`config.mk`:
```
export PLATFORM = sky130hd
export DESIGN_NAME = sw_input_port
export DESIGN_NICKNAME = d
export VERILOG_FILES = /design/src/rtl/sw_input_port.sv
export SDC_FILE = /design/constraint.sdc
export NUM_CORES = 1
export LEC_CHECK = 0
export BUFFER_PORTS_ARGS = -buffer_cell sky130_fd_sc_hd__buf_2
export CORE_MARGIN = 1
export CORE_UTILIZATION = 45
export CTS_CLUSTER_DIAMETER = 50
export DETAILED_ROUTE_END_ITERATION = 6
export PLACE_DENSITY = 0.66
export RECOVER_POWER = 25
export SETUP_SLACK_MARGIN = 0.4
export SYNTH_ARGS = -nofsm -noshare
export SYNTH_HDL_FRONTEND = slang
export SYNTH_SLANG_ARGS = --single-unit
export TNS_END_PERCENT = 20
```
`constraint.sdc`:
```
create_clock -name clk -period 2.6 [get_ports clk]
set_input_delay 0.13 -clock clk [delete_from_list [all_inputs] [get_ports clk]]
set_output_delay 0.13 -clock clk [all_outputs]
set_load 0.02 [all_outputs]
```
`src/rtl/sw_input_port.sv`:
```
`timescale 1ns/1ps
// Switch input port: 2-FF synchronizer, tick-sampled debounce, pending flag and req/valid read.
// Optional macro SW_INPUT_BLOCKING_EN makes reads stall until a fresh (pending) value exists.
module sw_input_port #(
    parameter int WIDTH          = 4,
    parameter int DIVISOR        = 5,
    parameter int STABLE_SAMPLES = 3
) (
    input  logic             clk,
    input  logic             rst_n,
    input  logic [WIDTH-1:0] sw,
    input  logic             rd_req,
    output logic             rd_valid,
    output logic [WIDTH-1:0] rd_data,
    output logic             pending,
    output logic [WIDTH-1:0] db_value
);

    localparam int CNT_W  = (DIVISOR > 1) ? $clog2(DIVISOR) : 1;
    localparam int STAB_W = $clog2(STABLE_SAMPLES + 1);

    localparam logic [CNT_W-1:0]  CNT_LAST = CNT_W'(DIVISOR - 1);
    localparam logic [STAB_W-1:0] STAB_MAX = STAB_W'(STABLE_SAMPLES);
    localparam logic [STAB_W-1:0] STAB_ONE = STAB_W'(1);

    localparam logic [1:0] IDLE = 2'd0;
    localparam logic [1:0] RESP = 2'd1;
    localparam logic [1:0] DONE = 2'd2;
`ifdef SW_INPUT_BLOCKING_EN
    localparam logic [1:0] WAIT = 2'd3;
`endif

    logic [WIDTH-1:0]  s1_reg, s2_reg;
    logic [CNT_W-1:0]  cnt_reg, cnt_next;
    logic [WIDTH-1:0]  cand_reg, cand_next;
    logic [STAB_W-1:0] stab_reg, stab_next;
    logic [WIDTH-1:0]  db_value_reg;
    logic [WIDTH-1:0]  rd_data_reg;
    logic              pending_reg;
    logic              rd_valid_reg;
    logic [1:0]        state_reg, state_next;
    logic              tick;
    logic              accept;
    logic              capture;

    assign tick     = (cnt_reg == CNT_LAST);
    assign cnt_next = tick ? '0 : cnt_reg + CNT_W'(1);

    always_comb begin
        cand_next = cand_reg;
        stab_next = stab_reg;
        if (tick) begin
            if (s2_reg == cand_reg) begin
                stab_next = (stab_reg == STAB_MAX) ? STAB_MAX : stab_reg + STAB_ONE;
            end else begin
                cand_next = s2_reg;
                stab_next = STAB_ONE;
            end
        end
    end

    // A candidate becomes the debounced value on the tick its run length reaches the threshold.
    assign accept = tick && (stab_next == STAB_MAX) && (cand_next != db_value_reg);

    always_comb begin
        state_next = state_reg;
        capture    = 1'b0;
        case (state_reg)
            IDLE: begin
                if (rd_req) begin
`ifdef SW_INPUT_BLOCKING_EN
                    if (pending_reg) begin
                        capture    = 1'b1;
                        state_next = RESP;
                    end else begin
                        state_next = WAIT;
                    end
`else
                    capture    = 1'b1;
                    state_next = RESP;
`endif
                end
            end
            RESP: state_next = DONE;
            DONE: begin
                if (!rd_req) begin
                    state_next = IDLE;
                end
            end
`ifdef SW_INPUT_BLOCKING_EN
            WAIT: begin
                if (!rd_req) begin
                    state_next = IDLE;
                end else if (pending_reg) begin
                    capture    = 1'b1;
                    state_next = RESP;
                end
            end
`endif
            default: state_next = IDLE;
        endcase
    end

    always_ff @(posedge clk or negedge rst_n) begin
        if (!rst_n) begin
            s1_reg   <= '0;
            s2_reg   <= '0;
            cnt_reg  <= '0;
            cand_reg <= '0;
            stab_reg <= '0;
        end else begin
            s1_reg   <= sw;
            s2_reg   <= s1_reg;
            cnt_reg  <= cnt_next;
            cand_reg <= cand_next;
            stab_reg <= stab_next;
        end
    end

    // Pending clears on the capture edge, so an update landing on that same edge stays flagged as unread.
    always_ff @(posedge clk or negedge rst_n) begin
        if (!rst_n) begin
            db_value_reg <= '0;
            pending_reg  <= 1'b0;
            rd_data_reg  <= '0;
            rd_valid_reg <= 1'b0;
            state_reg    <= IDLE;
        end else begin
            if (accept) begin
                db_value_reg <= cand_next;
            end
            if (accept) begin
                pending_reg <= 1'b1;
            end else if (capture) begin
                pending_reg <= 1'b0;
            end
            if (capture) begin
                rd_data_reg <= db_value_reg;
            end
            rd_valid_reg <= capture;
            state_reg    <= state_next;
        end
    end

    assign rd_valid = rd_valid_reg;
    assign rd_data  = rd_data_reg;
    assign pending  = pending_reg;
    assign db_value = db_value_reg;

endmodule

```
* Word level (Yosys, flattened, before mapping)
Index checks and enable logic that the tools add are counted.
** Operators by class
- Add/sub/neg operators :: 2
- Multiply operators :: 0
- Div/mod/pow operators :: 0
- Order comparisons :: 0
- Eq/ne operators :: 9
- Shift-type cells :: 0
- Multiplexer cells :: 13
- Bitwise gates (word level) :: 0
- Reductions and logical operators :: 5
** Operator list (number)
- two-way mux 2 bit :: 5
- two-way mux 4 bit :: 2
- equality test 2 bit, second input constant :: 3
- one-hot mux 2 bit (3 select lines) :: 1
- equality test 4 bit :: 1
- two-way mux 1 bit :: 4
- inequality test 2 bit, second input constant :: 2
- inequality test 4 bit :: 1
- adder 3 x 1 -> 3 bit, second input constant :: 1
- equality test 3 bit, second input constant :: 1
- two-way mux 3 bit :: 1
- adder 2 x 1 -> 2 bit, second input constant :: 1
- equality test 2 x 1 -> 1 bit, second input constant :: 1
- logical AND 1 bit :: 2
- zero test 2 bit :: 1
- AND reduction 2 bit :: 1
- nonzero test 2 bit :: 1
** Storage, ports and cells
- Bits in registers :: 29
- Bits in latches :: 0
- Memory bits (writable) :: 0
- ROM bits :: 0
- Input bits :: 7
- Logic and storage cells :: 39
- Memories :: 0

* Logic depth before layout (Yosys ltp)
Gate-level depths: netlist of run 1.
- Depth in word-level cells :: 8
- Depth in mapped cells :: 5
- Gate-level depth less buffers :: 5

* Worst setup path after synthesis of run 1
Ideal clock, no wire load.
- Path type :: reg2reg
- Start point :: register cnt_reg[0]
- End point :: register db_value_reg[0], in the netlist db_value[0]
- Library setup time :: 0.128 ns
- Arrival time :: 1.485 ns
- Required time :: 2.472 ns
- Slack :: 0.987 ns
- Stages on the path, launching flop included :: 6
- Buffers on the path :: 0
- Clock period less this slack :: 1.613 ns
- Path through :: dfrtp_1 -> inv_1 -> ha_1 -> nand2_1 -> nor3_2 -> mux2_1
** On the way
- Cells in the longest elaborated chain, start to end :: 5
** RTL lines
- start, declared :: RTL line 34 : logic [CNT_W-1:0] cnt_reg, cnt_next;
- start signal, assigned :: RTL line 114 : cnt_reg <= cnt_next;
- equality test 3 bit (*) :: RTL line 46 : assign tick = (cnt_reg == CNT_LAST);
- two-way mux 2 bit :: RTL line 52 : if (tick) begin
- equality test 2 bit :: RTL line 63 : assign accept = tick && (stab_next == STAB_MAX) && (cand_next != db_value_reg);
- logical AND 1 bit (2 in a row) :: RTL line 63
- end signal, assigned :: RTL line 130 : db_value_reg <= cand_next;
- end, declared :: RTL line 37 : logic [WIDTH-1:0] db_value_reg;
Every way passes the cells marked *; elsewhere a longest branch is shown, timed or not.
A chain may end at the register's enable or synchronous reset.

* Worst setup path after layout of run 1
- Start point :: register cnt_reg[0]
- End point :: register db_value_reg[2], in the netlist db_value[2]
The elaborated chain is that of the path after synthesis.

==> results.py, run 1 <==
metrics = {
    "sta": {
        "clock_skew_ns": 0.00509,
        "fin_crit_ns": 1.80,
        "tns_ns": 0,
        "post-route-period-util": 0.691,
        "setup_violations": 0,
        "hold_viol_final": 0,
        "tightest_slew_ns": 1.50,
        "setup_slack_ns": 0.804,
        "rsz0062_at_grt": "false",
        "clock.fmax_mhz": 557,
        "slew_headroom": -0.00306,
        "finalMaxSlewViolations": 29,
        "whs_ns": 0.0654,
    },
    "final_layout": {
        "ff_latch_area_sq_um": 726,
        "nFillCells": 211,
        "diodes": 0,
        "final_layout_size_suffix_gt1_frac": 0.333,
        "nets": 107,
        "fin_cells": 127,
        "multi_input_area_sq_um": 354,
        "syn_to_final_growth_pct": 19.5,
    },
    "critical_path": {
        "crit_path_end_kind": "register",
        "crit_path_start_kind": "register",
        "crit_fanout": 7,
        "cpPeakStageDelay_ns": 0.42,
        "cp.arrival_ns": 2.01,
        "path_cells": "inv_1 > ha_1 > nand2_1 > nor3_2 > mux2_1",
        "crit_slowest_cell": "nor3_2",
        "cp.required_ns": 2.81,
        "critPathKind": "reg2reg",
    },
    "detailed_routing": {
        "drt-initial-drc-count": 2,
        "vias": 619,
        "routedWlPerCell_microns": 13.2,
        "avgViaCountPerCell": 4.87,
        "remaining_drc_errors": 0,
        "ant_nets": 0,
        "drt-pass1-iter-count": 3,
        "drt-total-wl_mm": 1.68,
    },
    "outcome": {
        "status": "finished with violations",
        "failed_checks": "capacitance limit, slew limit",
    },
    "placed_design": {
        "hpwlAfterDp_mm": 1.20,
        "pre_cts_slack_ns": 0.771,
        "dp.cells": 114,
        "numPortBuffers": 16,
        "gp_congestion": 0.706,
    },
    "global_routing": {
        "grt_pass1_vias": 679,
        "globalRouteTotalUtil": 0.169,
        "grt_max_degree": 30,
        "antenna_found_initial": 0,
        "overflow": 0,
        "grt_pass1_wl_mm": 2.92,
    },
    "logic_synthesis": {
        "synth_area_leaders": "dfrtp_1, mux2_2, mux2_1",
        "syn_nets": 79,
        "yosys_warnings": 0,
        "synth.most_common_cell": "dfrtp_1",
        "synth_edf_count": 0,
        "yosysTopAreaCellShare": 0.665,
        "synth_seq_cells": 29,
        "ys_types": 20,
        "synthTopCellsByCount": "dfrtp_1, mux2_2, mux2_1, xnor2_1, xor2_1",
        "postSynthCellCount": 70,
        "syn_area_per_cell_sq_um": 15.6,
        "synth_top_area_cell": "dfrtp_1",
        "seq_area_frac_synth": 0.665,
        "ys.flop_type": "dfrtp_1",
        "syn_area_sq_mm": 0.00109,
        "synthArstFlopShare": 1.00,
    },
    "die": {
        "die_x_microns": 51.2,
        "io_pins": 17,
        "rows": 17,
        "initial_utilization": 0.484,
        "die_area_sq_mm": 0.00263,
        "die_h_microns": 51.2,
        "core_sq_mm": 0.00225,
    },
    "clock_network": {
        "root_buffer": "clkbuf_4",
        "clk_pin_slew_worst_paths_ns": 0.08,
        "cts_tree": "done",
        "clk_latency_ns": 0.32,
        "cts_buffers": 5,
        "htree_levels": 2,
        "clock-sinks": 29,
        "cts_buffer_depth": 2,
        "cts_resized": 0,
    },
    "power_and_ir_drop": {
        "leakage_nw": 0.652,
        "irDropWorstVdd_mv": 0.432,
        "powerDensity_mw_per_mm2": 662,
    },
    "run": {
        "cap_violations": 1,
    },
    "hold_path": {
        "hold_path.class": "in2reg",
    },
}
## placed cells by master, fill, tap and decap left out, drive strengths merged
master and count:
mux2 13, nor2 1, buf 15, o41ai 1
a21oi 1, nand2 2, ha 2, xnor2 4
mux2i 1, nor3 1, nor3b 2, a31oi 2
a21o 1, dlygate4sd3 5, xor2 4, nand4 1
inv 3, dfrtp 29, o21ai 1, clkbuf 9
o31ai 1
## power breakdown
group	switching, W	internal, W
Sequential	0.0000287	0.000487
Clock	0.000141	0.000107
Combinational	0.0000508	0.0000477
## logic make-up (layout without fill, tap and decap cells)
kind of cell / Yosys count / after routing / share of synthesized area
adders and majority gates: 2 / 2 / 0.0229
DFF: 29 / 29 / 0.665
AOI/OAI and AO/OA: 7 / 7 / 0.0505
buffers and inverters: 3 / 32 / 0.0103
and+or+nand+nor: 7 / 7 / 0.0436
xor gates and xnor gates: 8 / 8 / 0.0642
muxes: 14 / 14 / 0.143
## path summary, 6_finish.rpt
kind / depth (start not counted) / slack, ns / from / end
setup / recovery: 5 / 0.80 / cnt_reg[0]$_DFF_PN0_ / db_value[2]$_DFFE_PN0P_
hold / removal: 3 / 0.07 / rd_req / state_reg[1]$_DFFE_PN0P_
setup reg to reg: 5 / 0.80 / cnt_reg[0]$_DFF_PN0_ / db_value[2]$_DFFE_PN0P_
hold reg to reg: 0 / 0.36 / s1_reg[0]$_DFF_PN0_ / s2_reg[0]$_DFF_PN0_
max in group asynchronous: 2 / 1.03 / rst_n / s1_reg[2]$_DFF_PN0_
min in group asynchronous: 2 / 0.70 / rst_n / cnt_reg[2]$_DFF_PN0_
## metal layers
metal	up-vias	share of wire	track usage
met3	5	0.063	0.107
met1	302	0.43	0.175
met2	15	0.48	0.257
met4	0	0.021	0.0991
met5	-	0	0
li1	297	-	-
## worst max-delay path, delay by kind of cell (launching register included)
family / cells / cell delay, ns
buffers and inverters: 1 / 0.07
DFF: 1 / 0.40
muxes: 1 / 0.36
and+or+nand+nor: 2 / 0.63
adders and majority gates: 1 / 0.22
## through the flow
stage                     total power (W)  area [sq um]   util
after floorplan                  0.000584          1090      -
final                            0.000863          1300  0.578
after CTS                        0.000882          1310  0.579
after global routing             0.000919          1300  0.578
after detailed placement         0.000621          1210  0.535
after global placement           0.000616          1210  0.535
## area by class of cell
class	count	share of cell area
flip-flops and latches	29	0.557
inverters	3	0.00864
repair buffers	21	0.0988
well taps	28	0.0269
multi-input cells	38	0.272
clock buffers	8	0.0374
## repair_timing
action,CTS,global route
setup buffers,0,0
endpoints found under the hold margin,33,0
hold buffers,5,0
Power figures use the tool's default switching activity.
==> inputs of run 2 (changes only) <==
--- a/config.mk
+++ b/config.mk
@@ -5,12 +5,13 @@
 export SDC_FILE = /design/constraint.sdc
 export NUM_CORES = 1
 export LEC_CHECK = 0
+export ABC_AREA = 1
 export BUFFER_PORTS_ARGS = -buffer_cell sky130_fd_sc_hd__buf_2
 export CORE_MARGIN = 1
 export CORE_UTILIZATION = 45
 export CTS_CLUSTER_DIAMETER = 50
 export DETAILED_ROUTE_END_ITERATION = 6
-export PLACE_DENSITY = 0.66
+export PLACE_DENSITY = 0.65
 export RECOVER_POWER = 25
 export SETUP_SLACK_MARGIN = 0.4
 export SYNTH_ARGS = -nofsm -noshare
==> constraint.sdc (replaced) <==
create_clock -name clk -period 1.8 [get_ports clk]
set_input_delay 0.09 -clock clk [delete_from_list [all_inputs] [get_ports clk]]
set_output_delay 0.09 -clock clk [all_outputs]
set_load 0.02 [all_outputs]
==> run 2 against run 1 <==
The flow now finishes without violations. Routed wire length rose by 30%. Fmax rose by 19%. Worst hold slack got worse by 0.035 ns. Synthesized cell count rose by 71%. Register-to-register slack got worse by 0.51 ns. Non-clock buffer count rose by 2. Synthesized area rose by 10%. Power rose by 59%. Final area rose by 15%.
==> results.py, run 2 <==
metrics = {
    "critical_path": {
        "critPathKind": "reg2reg",
        "cp.arrival_ns": 1.73,
        "crit_fanout": 6,
        "cp.required_ns": 2.02,
        "crit_path_start_kind": "register",
        "worstRegToRegCells": 11,
        "crit_path_end_kind": "register",
    },
    "sta": {
        "rsz0062_at_grt": "true",
        "finalMaxSlewViolations": 0,
        "clock.fmax_mhz": 662,
        "setup_violations": 0,
        "post-route-period-util": 0.839,
        "tns_ns": 0,
        "whs_ns": 0.0305,
        "tightest_slew_ns": 0.677,
        "fin_crit_ns": 1.51,
        "hold_viol_final": 0,
        "clock_skew_ns": 0.00676,
        "slew_headroom": 0.549,
    },
    "logic_synthesis": {
        "postSynthCellCount": 120,
        "syn_area_sq_mm": 0.00120,
        "syn_nets": 129,
        "synthTopCellsByCount": "dfrtp_1, nand2_1, nand3_1",
        "synth.most_common_cell": "dfrtp_1",
        "yosysTopAreaCellShare": 0.602,
        "synth_edf_count": 0,
        "synth_top_area_cell": "dfrtp_1",
        "syn_area_per_cell_sq_um": 10.0,
        "synth_seq_cells": 29,
        "synthArstFlopShare": 1.00,
        "yosys_warnings": 0,
        "seq_area_frac_synth": 0.602,
        "ys.flop_type": "dfrtp_1",
        "ys_types": 17,
        "synth_area_leaders": "dfrtp_1, nand2_1, nand3_1",
    },
    "clock_network": {
        "clock-sinks": 29,
        "clk_latency_ns": 0.33,
        "cts_buffers": 5,
        "cts_tree": "done",
        "clk_pin_slew_worst_paths_ns": 0.09,
        "root_buffer": "clkbuf_4",
        "cts_buffer_depth": 2,
        "htree_levels": 2,
    },
    "final_layout": {
        "fin_util": 0.601,
        "syn_to_final_growth_pct": 24.6,
        "final_common_cell": "dfrtp_1",
        "nets": 158,
        "final_cell_mix": "dfrtp_1, nand2_1, buf_2, nand3_1, inv_1",
        "final_area_sq_mm": 0.00150,
        "diodes": 0,
        "final_layout_size_suffix_gt1_frac": 0.315,
    },
    "die": {
        "die_area_sq_mm": 0.00289,
        "die_x_microns": 53.7,
        "rows": 18,
        "die_h_microns": 53.7,
        "initial_utilization": 0.482,
        "core_sq_mm": 0.00250,
        "io_pins": 17,
    },
    "placed_design": {
        "place_area_sq_mm": 0.00133,
        "hpwlAfterDp_mm": 1.52,
        "numPortBuffers": 16,
        "gp_congestion": 0.859,
    },
    "power_and_ir_drop": {
        "p_switching_w": 0.000340,
        "comb_power_share": 0.111,
        "seqPwrFrac": 0.531,
        "irDropWorstVdd_mv": 0.776,
        "internal_power_w": 0.00104,
        "clkPwrFrac": 0.358,
        "power_w": 0.00138,
        "powerDensity_mw_per_mm2": 917,
        "p_sw_frac": 0.247,
        "leakage_nw": 0.796,
    },
    "hold_path": {
        "hold_path.class": "in2reg",
        "whs_path_depth": 3,
    },
    "global_routing": {
        "grt_pass1_wl_mm": 3.38,
        "grt_pass1_vias": 793,
        "grt_max_degree": 30,
        "globalRouteTotalUtil": 0.180,
        "overflow": 0,
        "antenna_found_initial": 0,
    },
    "detailed_routing": {
        "drt-total-wl_mm": 2.17,
        "routedWlPerCell_microns": 12.1,
        "vias": 859,
        "remaining_drc_errors": 0,
        "avgViaCountPerCell": 4.80,
        "drt-initial-drc-count": 6,
        "drt-pass1-iter-count": 4,
        "ant_nets": 0,
    },
    "run": {
        "cap_violations": 0,
    },
    "outcome": {
        "status": "finished, final reports clean",
    },
}
run 2: changes by cell type after synthesis, moves of 2 or more:
cell / before / now
nand3_1: 0 / 15
nor2_1: 1 / 7
nand2_4: 0 / 4
nor2_4: 0 / 2
o21ai_0: 1 / 4
mux2_2: 9 / 0
xnor2_1: 4 / 1
mux2_1: 4 / 0
a31oi_1: 2 / 0
inv_1: 3 / 13
nand2_1: 2 / 27
nand2_2: 0 / 7
run 2: cell type report:
class	instances	area, sq um
Multi-Input combinational cell	76	468
Fill cell	210	998
Tap cell	30	37.5
Timing Repair Buffer	23	145
Clock inverter	2	35.0
Clock buffer	5	37.5
Inverter	14	52.6
Sequential cell	29	726
run 2: power groups by stage:
| stage | clock network [W] | logic (W) | registers [W] |
|---|---|---|---|
| after CTS | 0.000513 | 0.000153 | 0.000730 |
| after global placement | 0 | 0.000140 | 0.000740 |
| after global routing | 0.000543 | 0.000175 | 0.000737 |
| final | 0.000493 | 0.000153 | 0.000731 |
| after detailed placement | 0 | 0.000144 | 0.000743 |
| after floorplan | 0 | 0.0000784 | 0.000754 |
run 2: worst max-delay path, stage by stage (launching register included):
cell and delay, ns:
dfrtp_1 0.39, inv_1 0.09, ha_4 0.21, nand2_8 0.09
nand2_4 0.09, nand2_2 0.07, nand2_2 0.07, nand2_2 0.06
nor2_4 0.12, nand2_4 0.08, nand2_4 0.08, nand2_1 0.06
run 2: timing repair:
action                     CTS  global route
pin swaps                    1             4
setup buffers                1             1
hold buffers                 5             0
cloned                       0             0
hold endpoints to repair    33             0
resized for setup            3             7
setup endpoints to repair    5             5
run 2: logic make-up after synthesis:
group                    synth area share
AO/OA/AOI/OAI                      0.0322
XOR/XNOR                           0.0363
flip-flops                          0.602
adder cells (fa/ha/maj)            0.0208
buffers and inverters              0.0478
AND/OR/NAND/NOR                     0.261
run 2: final timing paths:
path,from,end,slack [ns]
min,rd_req,state_reg[0]$_DFFE_PN0P_,0.03
min in group asynchronous,rst_n,rd_data[3]$_DFFE_PN0P_,0.33
max reg2reg,cnt_reg[1]$_DFF_PN0_,pending$_DFFE_PN0P_,0.29
max,cnt_reg[1]$_DFF_PN0_,pending$_DFFE_PN0P_,0.29
max in group asynchronous,rst_n,cnt_reg[0]$_DFF_PN0_,1.03
min reg2reg,s1_reg[1]$_DFF_PN0_,s2_reg[1]$_DFF_PN0_,0.35
run 2: metrics by stage:
step | worst slack [ns] | cells
global placement | 0.311 | 165
floorplan | 0.411 | 120
CTS | 0.318 | 178
finish | 0.290 | 179
global route | 0.159 | 179
detailed placement | 0.292 | 165
run 2: routing by layer:
layer | part of all wire | global-route usage
met5 | 0 | 0
met4 | 0.021 | 0.154
met3 | 0.051 | 0.0621
met2 | 0.48 | 0.261
met1 | 0.44 | 0.209
==> inputs of run 3 (changes only) <==
--- a/config.mk
+++ b/config.mk
@@ -5,13 +5,13 @@
 export SDC_FILE = /design/constraint.sdc
 export NUM_CORES = 1
 export LEC_CHECK = 0
-export ABC_AREA = 1
+export ABC_AREA = 0
 export BUFFER_PORTS_ARGS = -buffer_cell sky130_fd_sc_hd__buf_2
 export CORE_MARGIN = 1
 export CORE_UTILIZATION = 45
 export CTS_CLUSTER_DIAMETER = 50
 export DETAILED_ROUTE_END_ITERATION = 6
-export PLACE_DENSITY = 0.65
+export PLACE_DENSITY = 0.66
 export RECOVER_POWER = 25
 export SETUP_SLACK_MARGIN = 0.4
 export SYNTH_ARGS = -nofsm -noshare
==> constraint.sdc (replaced) <==
create_clock -name clk -period 1.4 [get_ports clk]
set_input_delay 0.07 -clock clk [delete_from_list [all_inputs] [get_ports clk]]
set_output_delay 0.07 -clock clk [all_outputs]
set_load 0.02 [all_outputs]
==> run 3 against run 2 <==
The run now ends with setup timing left. Clock power is 34% higher. Worst hold slack improved by 0.15 ns. Sequential power grew 31%. Clock skew up 0.0017 ns. Count of clock-buffer cells in the layout rose by 1. Final area grew 4.0%. Final cell count shrank 21%. Routed wire length decreased by 14%. First-iteration DRC count down 50%. Power is 36% higher. Critical path type unchanged. Critical endpoint is now db_value[3]$_DFFE_PN0P_. Largest cell class unchanged. Largest power group unchanged.
==> results.py, run 3 (synthesized netlist as in run 1, its figures left out) <==
metrics = {
    "final_layout": {
        "final_layout_size_suffix_gt1_frac": 0.504,
        "syn_to_final_growth_pct": 43.1,
        "final_area_sq_mm": 0.00156,
        "nets": 121,
        "diodes": 0,
        "final_common_cell": "dfrtp_1",
        "fin_util": 0.693,
        "final_cell_mix": "dfrtp_1, buf_2, buf_4, buf_6, dlygate4sd3_1",
        "fin_cells": 141,
    },
    "sta": {
        "whs_ns": 0.185,
        "rsz0062_at_grt": "true",
        "fin_crit_ns": 1.60,
        "tightest_slew_ns": 0.697,
        "post-route-period-util": 1.14,
        "setup_violations": 6,
        "clock_skew_ns": 0.00847,
        "clock.fmax_mhz": 626,
        "slew_headroom": 0.535,
        "hold_viol_final": 0,
        "setup_slack_ns": -0.198,
        "finalMaxSlewViolations": 0,
    },
    "die": {
        "initial_utilization": 0.484,
        "io_pins": 17,
        "die_x_microns": 51.2,
        "die_h_microns": 51.2,
        "rows": 17,
        "core_sq_mm": 0.00225,
        "die_area_sq_mm": 0.00263,
    },
    "global_routing": {
        "grt_pass1_wl_mm": 3.19,
        "globalRouteTotalUtil": 0.185,
        "grt_max_degree": 30,
        "grt_pass1_vias": 698,
        "overflow": 0,
        "antenna_found_initial": 0,
    },
    "outcome": {
        "failed_checks": "setup timing",
        "status": "finished with violations",
    },
    "power_and_ir_drop": {
        "powerDensity_mw_per_mm2": 1200,
        "clkPwrFrac": 0.354,
        "leakage_nw": 0.768,
        "comb_power_share": 0.133,
        "p_sw_frac": 0.244,
        "seqPwrFrac": 0.513,
        "internal_power_w": 0.00141,
        "p_switching_w": 0.000458,
        "irDropWorstVdd_mv": 1.08,
    },
    "clock_network": {
        "cts_tree": "done",
        "cts_buffers": 5,
        "clock-sinks": 29,
        "clk_latency_ns": 0.33,
        "cts_buffer_depth": 2,
        "clk_pin_slew_worst_paths_ns": 0.09,
        "htree_levels": 2,
        "root_buffer": "clkbuf_4",
    },
    "placed_design": {
        "hpwlAfterDp_mm": 1.17,
        "numPortBuffers": 16,
        "dp.cells": 125,
        "gp_congestion": 0.674,
        "pre_cts_slack_ns": -0.267,
        "place_area_sq_mm": 0.00130,
    },
    "critical_path": {
        "path_cells": "xnor2_1 > nand4_1 > nor3_4 > mux2_1",
        "crit_fanout": 5,
        "cp.arrival_ns": 1.82,
        "critPathTopFamily": "simple AND/OR/NAND/NOR gates",
        "crit_slowest_cell": "dfrtp_1",
        "cp.required_ns": 1.62,
        "critPathKind": "reg2reg",
        "path_buf_inv": 0,
        "crit_path_start_kind": "register",
        "cpPeakStageDelay_ns": 0.42,
        "crit_path_end_kind": "register",
    },
    "detailed_routing": {
        "drt-pass1-iter-count": 4,
        "remaining_drc_errors": 0,
        "routedWlPerCell_microns": 13.3,
        "drt-total-wl_mm": 1.88,
        "avgViaCountPerCell": 4.77,
        "ant_nets": 0,
        "vias": 673,
        "drt-initial-drc-count": 3,
    },
    "run": {
        "cap_violations": 0,
    },
    "hold_path": {
        "hold_path.class": "in2reg",
    },
}
## run 3: cell types whose count changed in the layout (fill, tap and decap cells not counted), moves of 5 or more
cell,delta
buf_6,+8
nand2_2,-9
buf_4,+6
nand3_1,-14
nor2_1,-7
mux2_4,+6
nand2_1,-22
inv_1,-9
nand2_4,-5
## run 3: worst register-to-register path, stage by stage (launching register included)
cell and delay, ns:
dfrtp_1 0.42, xnor2_1 0.18, nand4_1 0.18, nor3_4 0.35, mux2_1 0.37
## run 3: layout make-up
class	instances	area [sq um]
sequential	29	728
multi-input combinational	38	430
clock inverter	2	35.0
fill	180	693
timing repair buffer	35	280
tap	28	35.0
clock buffer	6	41.3
inverter	3	11.3
## run 3: what timing repair did
item                                    4_1_cts  5_1_grt
pin swaps                                     8        6
resized for setup                            25        4
hold endpoints to repair                     34        0
cloned                                        0        0
hold buffers                                  7        0
endpoints found under the setup margin       20       21
setup buffers                                 1        0
## run 3: stage by stage
stage               TNS, ns  power, W
global route          -1.63   0.00195
detailed placement    -1.20   0.00118
global placement     -0.936   0.00117
CTS                   -1.26   0.00188
floorplan            -0.588   0.00109
finish               -0.954   0.00187
## run 3: layer usage
metal	GRT usage	vias to the layer above	routed length (microns)
li1	-	327	-
met1	0.222	325	822
met2	0.270	14	903
met3	0.0625	7	81
met4	0.149	0	68
met5	0	-	0
## run 3: power groups by stage
stage                     sequential, W  clock [W]  combinational (W)
final                          0.000961   0.000662           0.000250
after global routing           0.000972   0.000709           0.000274
after CTS                      0.000957   0.000681           0.000247
after detailed placement       0.000970          0           0.000211
after global placement         0.000968          0           0.000206
after floorplan                0.000987          0          0.0000986
## run 3: final timing paths
check	to	slack, ns	start	cells past startpoint
worst max-delay path	db_value[3]$_DFFE_PN0P_	-0.20	s2_reg[1]$_DFF_PN0_	4
worst min-delay path	rd_valid$_DFF_PN0_	0.19	rd_req	3
worst min register to register	s2_reg[0]$_DFF_PN0_	0.35	s1_reg[0]$_DFF_PN0_	0
min in group asynchronous	cand_reg[2]$_DFF_PN0_	0.31	rst_n	2
max in group asynchronous	db_value[1]$_DFFE_PN0P_	0.60	rst_n	2
worst max register to register	db_value[3]$_DFFE_PN0P_	-0.20	s2_reg[1]$_DFF_PN0_	4
